==> src/rtl/seg_codes_pkg.sv <==
// Shared digit-code definitions for the 7-segment formatter and decoders.
// Codes 0-9 are decimal digits; the rest are display glyphs.
package seg_codes_pkg;

  localparam int DIGIT_W = 4;

  localparam logic [DIGIT_W-1:0] CODE_MINUS   = 4'hA;
  localparam logic [DIGIT_W-1:0] CODE_LOWER_O = 4'hB;
  localparam logic [DIGIT_W-1:0] CODE_BLANK   = 4'hC;

  typedef enum logic [1:0] {
    IDLE,
    SHIFT,
    FORMAT
  } fmt_state_t;

  // Decimal digits needed to hold the magnitude of a DATA_W-bit signed value
  function automatic int bcd_digits(input int w);
    return (w * 301) / 1000 + 1;
  endfunction

endpackage

==> src/rtl/seg_code_formatter_if.sv <==
// Request/result bundle between the command logic and the code formatter.
// Master issues start/value; slave returns busy/valid/overflow/codes.
interface seg_code_formatter_if
  import seg_codes_pkg::*;
#(
  parameter int DATA_W = 16,
  parameter int DIGITS = 6
);

  logic                        start;
  logic [DATA_W-1:0]           value;
  logic                        busy;
  logic                        valid;
  logic                        overflow;
  logic [DIGITS*DIGIT_W-1:0]   codes;

  modport master (
    output start,
    output value,
    input  busy,
    input  valid,
    input  overflow,
    input  codes
  );

  modport slave (
    input  start,
    input  value,
    output busy,
    output valid,
    output overflow,
    output codes
  );

endinterface

==> src/rtl/seg_code_formatter_bcd_add3.sv <==
// Double-dabble correction cell: adds 3 to a BCD nibble that is >= 5.
// Purely combinational.
module bcd_add3
  import seg_codes_pkg::*;
(
  input  logic [DIGIT_W-1:0] d,
  output logic [DIGIT_W-1:0] q
);

  always_comb begin
    q = d;
    if (d >= 4'd5)
      q = d + 4'd3;
  end

endmodule

==> src/rtl/seg_code_formatter.sv <==
// Signed binary to per-digit display codes via bit-serial double-dabble,
// with leading-zero blanking, sign placement and overflow marking.
module seg_code_formatter
  import seg_codes_pkg::*;
#(
  parameter int DATA_W = 16,
  parameter int DIGITS = 6
)
(
  input logic                clk,
  input logic                rst_n,
  seg_code_formatter_if.slave bus
);

  localparam int BCD_D = bcd_digits(DATA_W);
  localparam int BW    = BCD_D * DIGIT_W;
  localparam int OW    = DIGITS * DIGIT_W;
  localparam int PW    = (DIGITS + BCD_D) * DIGIT_W;
  localparam int CW    = $clog2(DATA_W + 1);

  fmt_state_t         state;
  logic               sign;
  logic [DATA_W-1:0]  mag;
  logic [BW-1:0]      bcd;
  logic [BW-1:0]      adj;
  logic [CW-1:0]      cnt;

  logic               busy_q;
  logic               valid_q;
  logic               ovf_q;
  logic [OW-1:0]      codes_q;

  logic [PW-1:0]      pad;
  int                 n_dig;
  logic               fmt_ovf;
  logic [OW-1:0]      fmt_codes;

  for (genvar g = 0; g < BCD_D; g++) begin : g_add3
    bcd_add3 u_add3 (
      .d (bcd[g*DIGIT_W +: DIGIT_W]),
      .q (adj[g*DIGIT_W +: DIGIT_W])
    );
  end

  // Zero-extend so digit positions beyond the BCD width read as zero
  assign pad = PW'(bcd);

  always_comb begin
    n_dig = 1;
    for (int i = 0; i < BCD_D; i++) begin
      if (bcd[i*DIGIT_W +: DIGIT_W] != '0)
        n_dig = i + 1;
    end
    fmt_ovf   = (n_dig + int'(sign)) > DIGITS;
    fmt_codes = {DIGITS{CODE_BLANK}};
    for (int d = 0; d < DIGITS; d++) begin
      if (fmt_ovf)
        fmt_codes[d*DIGIT_W +: DIGIT_W] = CODE_MINUS;
      else if (d < n_dig)
        fmt_codes[d*DIGIT_W +: DIGIT_W] = pad[d*DIGIT_W +: DIGIT_W];
      else if (d == n_dig && sign)
        fmt_codes[d*DIGIT_W +: DIGIT_W] = CODE_MINUS;
    end
  end

  always_ff @(posedge clk or negedge rst_n) begin
    if (!rst_n) begin
      state   <= IDLE;
      sign    <= 1'b0;
      mag     <= '0;
      bcd     <= '0;
      cnt     <= '0;
      busy_q  <= 1'b0;
      valid_q <= 1'b0;
      ovf_q   <= 1'b0;
      codes_q <= {DIGITS{CODE_BLANK}};
    end else begin
      valid_q <= 1'b0;
      unique case (state)
        IDLE: begin
          if (bus.start) begin
            sign   <= bus.value[DATA_W-1];
            // Most negative value wraps to 2^(DATA_W-1) unsigned
            mag    <= bus.value[DATA_W-1] ?
                      (~bus.value + DATA_W'(1)) : bus.value;
            bcd    <= '0;
            cnt    <= CW'(DATA_W);
            busy_q <= 1'b1;
            state  <= SHIFT;
          end
        end
        SHIFT: begin
          bcd <= {adj[BW-2:0], mag[DATA_W-1]};
          mag <= {mag[DATA_W-2:0], 1'b0};
          cnt <= cnt - CW'(1);
          if (cnt == CW'(1))
            state <= FORMAT;
        end
        FORMAT: begin
          codes_q <= fmt_codes;
          ovf_q   <= fmt_ovf;
          valid_q <= 1'b1;
          busy_q  <= 1'b0;
          state   <= IDLE;
        end
        default: state <= IDLE;
      endcase
    end
  end

  assign bus.busy     = busy_q;
  assign bus.valid    = valid_q;
  assign bus.overflow = ovf_q;
  assign bus.codes    = codes_q;

endmodule

==> src/flat_wrapper.sv <==
// flat-port wrapper written by rule: the top's interface ports become plain ports
module seg_code_formatter_flat import seg_codes_pkg::*;
#(
  parameter int DATA_W = 16,
  parameter int DIGITS = 6
)
  (clk, rst_n, bus_start, bus_value, bus_busy, bus_valid, bus_overflow, bus_codes);
  seg_code_formatter_if #(.DATA_W(DATA_W), .DIGITS(DIGITS)) bus_i ();
  input logic clk;
  input logic rst_n;
  input wire logic [$bits(bus_i.start)-1:0] bus_start;
  input wire logic [$bits(bus_i.value)-1:0] bus_value;
  output wire logic [$bits(bus_i.busy)-1:0] bus_busy;
  output wire logic [$bits(bus_i.valid)-1:0] bus_valid;
  output wire logic [$bits(bus_i.overflow)-1:0] bus_overflow;
  output wire logic [$bits(bus_i.codes)-1:0] bus_codes;
  assign bus_i.start = bus_start;
  assign bus_i.value = bus_value;
  assign bus_busy = bus_i.busy;
  assign bus_valid = bus_i.valid;
  assign bus_overflow = bus_i.overflow;
  assign bus_codes = bus_i.codes;
  seg_code_formatter #(.DATA_W(DATA_W), .DIGITS(DIGITS)) u_core (.clk(clk), .rst_n(rst_n), .bus(bus_i));
endmodule
==> config.mk <==
export PLATFORM = sky130hd
export DESIGN_NAME = seg_code_formatter_flat
export DESIGN_NICKNAME = d
export VERILOG_FILES = /design/src/rtl/seg_codes_pkg.sv /design/src/rtl/seg_code_formatter_if.sv /design/src/rtl/seg_code_formatter_bcd_add3.sv /design/src/rtl/seg_code_formatter.sv /design/src/flat_wrapper.sv
export SDC_FILE = /design/constraint.sdc
export NUM_CORES = 1
export LEC_CHECK = 0
export CORE_ASPECT_RATIO = 2
export CORE_MARGIN = 2
export CORE_UTILIZATION = 34
export DETAILED_ROUTE_END_ITERATION = 12
export GPL_ROUTABILITY_DRIVEN = 0
export HOLD_SLACK_MARGIN = 0.15
export SYNTH_ARGS = -nofsm -noshare
export SYNTH_HDL_FRONTEND = slang
export SYNTH_SLANG_ARGS = --single-unit
export TNS_END_PERCENT = 1
==> constraint.sdc <==
create_clock -name clk -period 2.5 [get_ports clk]
set_input_delay 0.75 -clock clk [delete_from_list [all_inputs] [get_ports clk]]
set_output_delay 0.75 -clock clk [all_outputs]
set_load 0.01 [all_outputs]
== Word-level counts from Yosys, hierarchy flattened ==
Cells that the tools add are included.

* $add $sub $neg: 8
* Magnitude comparators: 12
* Eq/ne operators: 10
* Mux-type cells: 40
* Bitwise operators: 1
* Reductions and logical operators: 18

{| class="wikitable"
|+ Operator list
! kind !! number
|-
| $mux W32 || 3
|-
| $eq A3 B32 Y1 const A || 2
|-
| $eq A4 B32 Y1 const A || 2
|-
| $lt A3 B32 Y1 const A || 2
|-
| $lt A4 B32 Y1 const A || 2
|-
| $mux W4 || 16
|-
| $pmux W20 S2 || 1
|-
| $add A32 B2 Y32 || 1
|-
| $eq A2 B32 Y1 const A || 1
|-
| $gt A32 B4 Y1 const B || 1
|-
| $logic_not A32 Y1 || 1
|-
| $lt A1 B32 Y1 const A || 1
|-
| $lt A2 B32 Y1 const A || 1
|-
| $mux W16 || 2
|-
| $pmux W16 S2 || 1
|-
| $mux W3 || 7
|-
| $ge A4 B3 Y1 const B || 5
|-
| $mux W20 || 1
|-
| $add A16 B1 Y16 const B || 1
|-
| $add A4 B2 Y4 const B || 4
|-
| $not A16 Y16 || 1
|-
| $reduce_bool A4 Y1 || 4
|-
| $pmux W5 S2 || 1
|-
| $reduce_and A2 Y1 || 4
|-
| 15 further kinds || 24
|}

* Bits in registers: 71
* Bits of input ports: 19
* Output and inout port bits: 27
* Logic and storage cells: 98

== Longest topological paths before layout ==
* Depth in word-level cells: 10
* Gate-level depth with buffers: 7
* Gate-level depth less buffers: 6

== Cells and area by module ==
A second synthesis with hierarchy kept.

* Cell total of the unflattened synthesis: 430
* Area total of the unflattened synthesis: 3,784.9 µm²

{| class="wikitable"
|+ Modules (own cells, without submodules)
! module !! instances !! cells an instance !! area each (µm²) !! seq. area each (µm²)
|-
| seg_code_formatter || 1 || 350 || 3,278.1 || 1,766.7
|-
| bcd_add3 || 5 || 16 || 101.3 || 0.0
|}

== Worst setup path after synthesis ==
No wires, ideal clock.

* Path kind: input-to-reg
* Start: in bus_value[4]
* End: reg u_core.mag[15]
* Setup time: 0.104 ns
* Data arrival time: 2.095 ns
* Data required time: 2.396 ns
* Slack: 0.302 ns
* Cell stages on the path: 4
* Buffers on the path: 1
* Path through: or4_1 > buf_2 > or4_4 > o41ai_2

* Longest elaborated chain between the ends: 5

{| class="wikitable"
|+ RTL lines
! element !! line !! source
|-
| start: declaration || flat_wrapper.sv:12 || <nowiki>input wire logic [$bits(bus_i.value)-1:0] bus_value;</nowiki>
|-
| $not A16 Y16 || seg_code_formatter.sv:85 || <nowiki>(~bus.value + DATA_W'(1)) : bus.value;</nowiki>
|-
| $add A16 B1 Y16 || seg_code_formatter.sv:85 ||
|-
| $mux W16 || seg_code_formatter.sv:84 || <nowiki>mag <= bus.value[DATA_W-1] ?</nowiki>
|-
| $mux W16 || seg_code_formatter.sv:81 || <nowiki>if (bus.start) begin</nowiki>
|-
| $pmux W16 S2 || seg_code_formatter.sv:79 || <nowiki>unique case (state)</nowiki>
|-
| end signal: assignment || seg_code_formatter.sv:84 ||
|-
| end signal: assignment || seg_code_formatter.sv:94 || <nowiki>mag <= {mag[DATA_W-2:0], 1'b0};</nowiki>
|-
| end: declaration || seg_code_formatter.sv:23 || <nowiki>logic [DATA_W-1:0] mag;</nowiki>
|}

No other way between the ends. The select of a mux whose other input is x is not followed.
A chain may end at the register's enable or synchronous reset.

== Worst setup path in the final report ==
* Start: in bus_value[4]
* End: reg u_core.mag[11]

The elaborated chain is that of the path after synthesis.

==> reports/results.tsv <==
metric	value	unit
cpPeakStageDelay	670	ps
reg2reg_depth	6	
power_frac_comb	42.1	%
outcome	finished clean	
crit_chain	clkdlybuf4s50_1 > or4_1 > o41ai_1 > xor2_1 > o21ai_0	
initial_core_util	35.0	%
relSlewSlack	57.1	%
drc	0	
layoutNonFillerInstCount	578	
cp-end-kind	register	
worstPathMaxFanout	7	
rsz0062_at_grt	false	
final.min_clock_period	2380	ps
cts.path.max_buffers	2	
synth.top_cell.area_share	39.6	%
critPathSlowestCell	or4_1	
start_kind	input port	
die_y	151	um
first_pass_iters	4	
swShare	36.6	%
drt-vias-per-instance	5.17	
cp.buffers_inverters	1	
mostFrequentLayoutCells	58 x dfrtp_1, 43 x clkdlybuf4s50_1, 36 x o21ai_0, 32 x nand2_1, 27 x buf_4	
h-tree-depth	3	
cts_buffers	9	
ff_latch_area	1770	sq um
worstPathRequired	2700	ps
antenna_found_initial	0	
preCtsSetupSlack	-242	ps
grt_pass1_vias	3036	
power_switching	2.05	mW
irDropWorstVdd	481	uV
clk_latency	330	ps
post_cts_buffers	0	
ys_types	48	
clkPwrFrac	20.2	%
cts_resized	0	
portBuffers	44	
numClockSinks	70	
n_fill_cell	1070	
ys_seq_area_share	48.2	%
area_growth	27.2	%
drt_wl_total	8320	um
ctsHoldBuffers	0	
arrival	2580	ps
rrSetupSlack	240	ps
io_pins	46	
min_period_over_period	95.2	%
internal_power	3.56	mW
ant_nets	0	
worst_pin_slew	643	ps
synth_area_leaders	dfrtp_1 40%, dfstp_2 8.6%, o21ai_0 4.9%	
fin_ws	119	ps
root_buffer	clkbuf_16	
fin_hold_ws	437	ps
drive_gt1_share	14.5	%
vias	2988	
clk_pin_slew	50	ps
grt_pass1_wl	13900	um
syn_area	3670	sq um
finClkSkew	6.10	ps
die_w	77.4	um
diodes	0	
finalSetupTns	0	ps
grt_overflow	0	
critPathKind	input port to register	
rows	53	
layout_commonest_cell	dfrtp_1	
multi_input_area	1720	sq um
grt_max_degree	37	
drv_cap	0	
hpwl	6250	um
setup_viol	0	
syn_area_per_cell	9.72	sq um
core_area	10500	sq um
layout.nets	469	
dieArea	11700	sq um
placed_cell_area	4400	sq um
synth_ff_type	dfrtp_1	
cts_tree	built	
powerDensity	1200	nW/um^2
report.final.slew_viol_count	0	
async_flop_share	100	%
syn_nets	409	
path_delay_family	simple AND/OR/NAND/NOR gates	
reg2reg_from	u_core.bcd[16]	
dp.cells	563	
hp-class	input port to asynchronous set/reset pin	
grt.total_usage	15.3	%
finish.instance_area	4660	sq um
drt-initial-drc-count	118	
netlist_instances	377	
ys_warn_count	0	
power_leakage	2.00	nW
p_seq_share	37.7	%
ys_seq_elements	70	
synth_edf_count	0	
yosysTopAreaCell	dfrtp_1	
worstReg2RegEnd	u_core.bus.codes[5]	
hold_violations	0	
wire_per_inst	14.4	um
fmax	420	MHz
[worst max path at each step]
stage	startpoint	endpoint	cells after the start
5_1_grt	bus_value[4]	u_core.mag[11]	5
4_1_cts	bus_value[4]	u_core.mag[11]	5
6_report	bus_value[4]	u_core.mag[11]	5
3_5_place_dp	bus_value[4]	u_core.mag[11]	5
2_1_floorplan	bus_value[4]	u_core.mag[15]	4
3_3_place_gp	bus_value[4]	u_core.mag[15]	4
[power groups by stage]
stage | registers (mW) | clock network [mW] | logic (mW)
after floorplan | 2.10 | 0 | 1.52
after global placement | 2.12 | 0 | 2.32
after detailed placement | 2.14 | 0 | 2.39
after CTS | 2.12 | 1.16 | 2.40
after global routing | 2.20 | 1.21 | 2.66
final | 2.12 | 1.14 | 2.36
[final cells by class]
| cell class | instances | share of cell area (%) |
|---|---|---|
| well taps | 137 | 3.68 |
| flip-flops and latches | 70 | 37.9 |
| inverters | 22 | 1.77 |
| repair buffers | 72 | 14.1 |
| clock buffers | 13 | 5.37 |
| clock inverters | 2 | 0.215 |
| multi-input cells | 262 | 37.0 |
[through the flow]
step                      power, mW  util (%)
final                          5.61      44.5
after floorplan                3.62         -
after global routing           6.07      44.5
after CTS                      5.69      44.5
after global placement         4.43      42.0
after detailed placement       4.53      42.0
[sequential cells by signal, summed over array words and instances (netlist names)]
| name | count |
|---|---|
| u_core.bus.overflow | 1 |
| u_core.cnt | 5 |
| u_core.mag | 16 |
| u_core.state | 2 |
| u_core.bcd | 20 |
| u_core.bus.codes | 23 |
| u_core.bus.valid | 1 |
| u_core.sign | 1 |
| u_core.bus.busy | 1 |
[worst reg2reg max path: stages (launching register included)]
cell and delay [ps]:
dfrtp_1 410, inv_1 120, ha_1 280, or3b_1 460, or4b_4 590, mux2i_1 170, a21oi_1 80
[cells by family after synthesis]
| logic type | after synthesis | synth area share, % |
|---|---|---|
| compound gates | 109 | 19.4 |
| xor+xnor | 21 | 5.02 |
| fa+ha+maj | 13 | 4.44 |
| buf+inv | 45 | 4.78 |
| flops | 70 | 48.2 |
| mux | 8 | 2.29 |
| other cells | 1 | 0.102 |
| simple gates | 110 | 15.8 |
[synth_stat cells (3+ instances only)]
master	number
o31ai_1	15
a32o_1	5
and2_1	3
inv_1	22
a21oi_1	15
a22oi_1	10
mux2_2	3
nor3_1	4
nand2_1	32
o41ai_1	5
nand3_1	18
nor3b_1	3
nand2b_1	8
nor2_1	16
mux2i_1	5
xor2_1	11
xnor2_1	10
nor2b_1	5
o2bb2ai_1	3
dfstp_2	12
a31oi_1	6
or2_2	3
ha_1	13
o21ai_0	36
o22ai_1	4
clkbuf_1	20
or4_1	4
dfrtp_1	58
[metal layers]
metal	GRT usage, %	part of all wire, %
met5	0	0
met4	8.75	3.5
met3	3.58	2.9
met2	29.7	56
met1	14.3	37
Power figures use the tool's default switching activity.
